===== src/rtl/source_arbiter.sv =====
// source_arbiter: round-robin funnel from N two-phase (toggle) req/ack sources
// onto one downstream toggle channel. One flit is in flight at a time; the
// source is acknowledged only after the sink has acknowledged the flit.

`ifndef SIZE
`define SIZE 8
`endif

module source_arbiter #(
  parameter int N       = 4,
  parameter int GW      = 2,
  parameter int ID      = 0,
  parameter int VERBOSE = 1
) (
  input  logic                 clk,
  input  logic                 reset,
  input  logic [N-1:0]         in_req,
  output logic [N-1:0]         in_ack,
  input  logic [N*`SIZE-1:0]   in_data,
  output logic                 out_req,
  input  logic                 out_ack,
  output logic [`SIZE-1:0]     out_data,
  output logic [GW-1:0]        grant,
  output logic                 busy,
  output logic [15:0]          xfer_cnt
);

  // Reject unusable parameter sets at elaboration time.
  if (N < 2 || N > 16 || (1 << GW) < N || ID < 0 || VERBOSE < 0 || VERBOSE > 1) begin : g_bad_params
    $error("source_arbiter: illegal parameter combination");
  end

  typedef enum logic {
    S_IDLE,
    S_WAIT
  } state_t;

  state_t         state, state_next;
  logic [N-1:0]   pending;
  logic [GW-1:0]  win;
  logic           any_pending;
  logic           done;
  logic           launch;
  logic           finish;

  // A source is pending while its req and ack levels differ; the downstream
  // flit is complete once the sink's ack level has caught up with our req.
  assign pending     = in_req ^ in_ack;
  assign any_pending = |pending;
  assign done        = (out_req == out_ack);

  // Round-robin pick: scan grant+1, grant+2, ... modulo N; first pending wins.
  always_comb begin
    // NOTE: every always_comb output gets a default first so no path leaves it
    // unassigned, which would otherwise infer a latch.
    win = grant;
    for (int k = N; k >= 1; k--) begin
      if (pending[(int'(grant) + k) % N]) begin
        win = GW'((int'(grant) + k) % N);
      end
    end
  end

  // State register.
  always_ff @(posedge clk or negedge reset) begin
    // NOTE: sequential state is updated with non-blocking assignments so every
    // register samples pre-edge values regardless of block ordering.
    if (!reset) begin
      state <= S_IDLE;
    end else begin
      state <= state_next;
    end
  end

  // Next-state logic and the launch/finish strobes that drive the datapath.
  always_comb begin
    state_next = state;
    launch     = 1'b0;
    finish     = 1'b0;
    case (state)
      S_IDLE: begin
        if (any_pending) begin
          launch     = 1'b1;
          state_next = S_WAIT;
        end
      end
      S_WAIT: begin
        if (done) begin
          finish     = 1'b1;
          state_next = S_IDLE;
        end
      end
      default: state_next = S_IDLE;
    endcase
  end

  // Registered outputs: forward the winning flit on launch, acknowledge the
  // granted source and count the transfer on finish.
  always_ff @(posedge clk or negedge reset) begin
    if (!reset) begin
      in_ack   <= '0;
      out_req  <= 1'b0;
      out_data <= '0;
      grant    <= GW'(N - 1);
      busy     <= 1'b0;
      xfer_cnt <= 16'd0;
    end else begin
      if (launch) begin
        out_data <= in_data[int'(win) * `SIZE +: `SIZE];
        out_req  <= ~out_req;
        grant    <= win;
        busy     <= 1'b1;
      end
      if (finish) begin
        in_ack[grant] <= ~in_ack[grant];
        busy          <= 1'b0;
        if (xfer_cnt != 16'hFFFF) begin
          xfer_cnt <= xfer_cnt + 16'd1;
        end
      end
    end
  end

endmodule


===== config.mk =====
export PLATFORM = sky130hd
export DESIGN_NAME = source_arbiter
export DESIGN_NICKNAME = d
export VERILOG_FILES = /design/src/rtl/source_arbiter.sv
export SDC_FILE = /design/constraint.sdc
export NUM_CORES = 1
export LEC_CHECK = 0
export ABC_AREA = 1
export BUFFER_PORTS_ARGS = -buffer_cell sky130_fd_sc_hd__buf_2
export CAP_MARGIN = 20
export CELL_PAD_IN_SITES_DETAIL_PLACEMENT = 0
export CELL_PAD_IN_SITES_GLOBAL_PLACEMENT = 1
export CORE_MARGIN = 5
export CORE_UTILIZATION = 34
export CTS_BUF_LIST = sky130_fd_sc_hd__clkbuf_4 sky130_fd_sc_hd__clkbuf_8
export DETAILED_ROUTE_END_ITERATION = 8
export HOLD_SLACK_MARGIN = 0.08
export PLACE_DENSITY = 0.81
export SYNTH_ARGS = -nofsm -noshare
export SYNTH_HDL_FRONTEND = slang
export SYNTH_SLANG_ARGS = --single-unit
export TNS_END_PERCENT = 5

===== constraint.sdc =====
create_clock -name clk -period 1.98 [get_ports clk]
set_input_delay 0.099 -clock clk [delete_from_list [all_inputs] [get_ports clk]]
set_output_delay 0.099 -clock clk [all_outputs]
set_load 0.01 [all_outputs]

==> impl_metrics.env <==
export IMPL_fin_hold_ws_ps=94.05
export IMPL_p_seq_frac=0.216
export IMPL_die_y_um=91.16
export IMPL_fin_util=0.4547
export IMPL_antenna_found_initial=0
export IMPL_dr_first_iter_drc_count=65
export IMPL_synth_top_family_by_area="simple AND/OR/NAND/NOR gates"
export IMPL_post_route_min_period_ps=1960
export IMPL_crit_path_end_kind="flip-flop"
export IMPL_clk_latency_ps=290
export IMPL_synthAdderAreaFrac=0.02793
export IMPL_setup_worst_path_class="reg -> reg"
export IMPL_synth_xor_area_frac=0.06648
export IMPL_final_cell_mix="90 x nand2_1, 70 x buf_2, 38 x inv_1"
export IMPL_slew_viol_final=0
export IMPL_max_cap_violations=0
export IMPL_num_rows=29
export IMPL_synth_async_reset_ratio=1.000
export IMPL_grt_pass1_vias=2085
export IMPL_setup_viol=0
export IMPL_grt_max_degree=34
export IMPL_yosysSeqAreaShare=0.3698
export IMPL_hold_viol=0
export IMPL_yosys_warnings=0
export IMPL_path_max_fanout=5
export IMPL_rsz0062_at_grt="true"
export IMPL_dieArea_um2=8310
export IMPL_cts_sinks=33
export IMPL_wire_per_inst_um=12.38
export IMPL_startpoint_type="flip-flop"
export IMPL_syn_nets=340
export IMPL_power_mw=5.318
export IMPL_synthToLayoutAreaGrowth_pct=29.67
export IMPL_gr_usage_all_layers=0.1324
export IMPL_relSlewSlack=0.5231
export IMPL_avgSynthCellArea_um2=7.566
export IMPL_cts_htree_levels=2
export IMPL_peakVddDrop_mv=0.6982
export IMPL_drc_errors=0
export IMPL_place_port_buffers=70
export IMPL_required_ps=2160
export IMPL_grt_overflow=0
export IMPL_finalWeightedCongestion=0.8223
export IMPL_ys_ff_latch=33
export IMPL_fin_crit_sh=0.9897
export IMPL_synth_distinct_cells=29
export IMPL_final_antenna_net_count=0
export IMPL_drive_above_1_share=0.3610
export IMPL_power_leakage_nw=1.620
export IMPL_cts_max_path_buffers=2
export IMPL_postLayoutCellArea_um2=2904
export IMPL_synthSimpleGateAreaFrac=0.3631
export IMPL_synthMuxAreaShare=0.02011
export IMPL_synth_compound_area_frac=0.03520
export IMPL_vias=2209
export IMPL_dieWidth_um=91.16
export IMPL_netlist_area_um2=2240
export IMPL_dr_pass1_iters=4
export IMPL_tritoncts="yes"
export IMPL_finalSetupTns_ps=0
export IMPL_final_common_cell="nand2_1"
export IMPL_syn_inst=296
export IMPL_powerDensity_nw_per_um2=1831
export IMPL_cp_arrival_ps=2140
export IMPL_nNetsFinal=428
export IMPL_core_area_um2=6386
export IMPL_hold_class="in -> reg"
export IMPL_p_int_mw=2.702
export IMPL_viasPerCell=4.781
export IMPL_status="finished, final reports clean"
export IMPL_dp_hpwl_um=4364
export IMPL_cts_root_buffer="clkbuf_8"
export IMPL_clkPwrFrac=0.093
export IMPL_power_switching_mw=2.616
export IMPL_synth_edf_count=0
export IMPL_placed_cell_area_um2=2720
export IMPL_antenna_cells=0
export IMPL_postCtsSetupRepairBufs=0
export IMPL_worst_pin_slew_ps=715.4
export IMPL_finalClockSkew_ps=5.978
export IMPL_synth_flop_cell="dfrtp_1"
export IMPL_combPwrFrac=0.691
export IMPL_netSwitchingFraction=0.4919
export IMPL_cts_inserted_buffers=5
export IMPL_fmax_ghz=0.5103
export IMPL_initial_core_util=0.3507
export IMPL_grt_first_pass_wirelength_um=9349
export IMPL_cts_clk_slew_worst_paths_ps=70
export IMPL_routed_wirelength_um=5718
export IMPL_io_pins=71
## worst paths after layout
check	slack (ps)	cells past startpoint	to	startpoint
worst min register to register	490	2	out_data[0]	out_data[0]
worst max-delay path	20	13	out_data[0]	grant[0]
worst min-delay path	90	3	out_data[3]	in_data[27]
min in group asynchronous	400	2	xfer_cnt[9]	reset
max in group asynchronous	1120	2	xfer_cnt[14]	reset
worst max register to register	20	13	out_data[0]	grant[0]
## layout make-up
class                           count  area (µm²)
Sequential cell                    33       828.3
Clock buffer                        6       76.32
Timing Repair Buffer               86       485.5
Inverter                           50       201.4
Tap cell                           77       96.34
Fill cell                         666        3482
Multi-Input combinational cell    208        1206
Clock inverter                      2       10.01
## cell usage after synthesis (all sizes together) (2+ instances only)
master / instances / share of area
a21oi: 4 / 0.0089
buf: 6 / 0.027
dfrtp: 31 / 0.35
dfstp: 2 / 0.023
ha: 5 / 0.028
inv: 49 / 0.082
mux2: 4 / 0.020
nand2: 99 / 0.18
nand3: 47 / 0.13
nand4: 2 / 0.0056
nor2: 13 / 0.030
nor3: 7 / 0.016
o211ai: 3 / 0.010
o21ai: 2 / 0.0061
xnor2: 3 / 0.012
xor2: 14 / 0.055
## power by group through the flow
stage	sequential (mW)	combinational [mW]	clock, mW
floorplan	1.26	2.50	0
detailed placement	1.16	3.36	0
CTS	1.15	3.43	0.511
finish	1.15	3.68	0.495
global placement	1.16	3.29	0
global route	1.19	4.11	0.543
## cells by family after synthesis
| kind of cell | Yosys count |
|---|---|
| muxes | 4 |
| xor gates and xnor gates | 17 |
| adders and majority gates | 5 |
| buffers and inverters | 56 |
| AOI/OAI and AO/OA | 11 |
| and+or+nand+nor | 170 |
| DFF | 33 |
## worst max-delay path, cell delays in order (launching register included)
cell and delay, ps:
dfstp_2 540, inv_2 50, ha_4 290, inv_2 60, nand3_2 100, and2_4 170
o21ai_2 70, nand2_4 130, buf_6 140, nand3_1 80, nand3_1 90, nand2_1 60
nand2_1 50, nand2_1 50
## flip-flops by register name, indices dropped and copies added (netlist names)
register	cells
state	1
grant	2
out_data	8
in_ack	4
out_req	1
xfer_cnt	16
busy	1
## metrics by stage
stage               worst slack [ps]  std cells
floorplan                      9.834        296
global placement               55.54        448
detailed placement            -28.13        448
CTS                            4.477        459
global route                  -89.33        462
finish                         20.39        462
## timing repair
action	4_1_cts	5_1_grt
setup endpoints to repair	3	11
pin swaps	0	5
hold buffers	3	0
gates cloned	0	3
resized for setup	1	12
hold endpoints to repair	33	0
## per-layer routing
layer  wire [µm]  GRT usage
met4          69    0.04156
met5           0          0
met2        2620     0.2091
met3         369    0.03306
met1        2658     0.1780
Note: power is estimated with default switching activity, not from simulation.
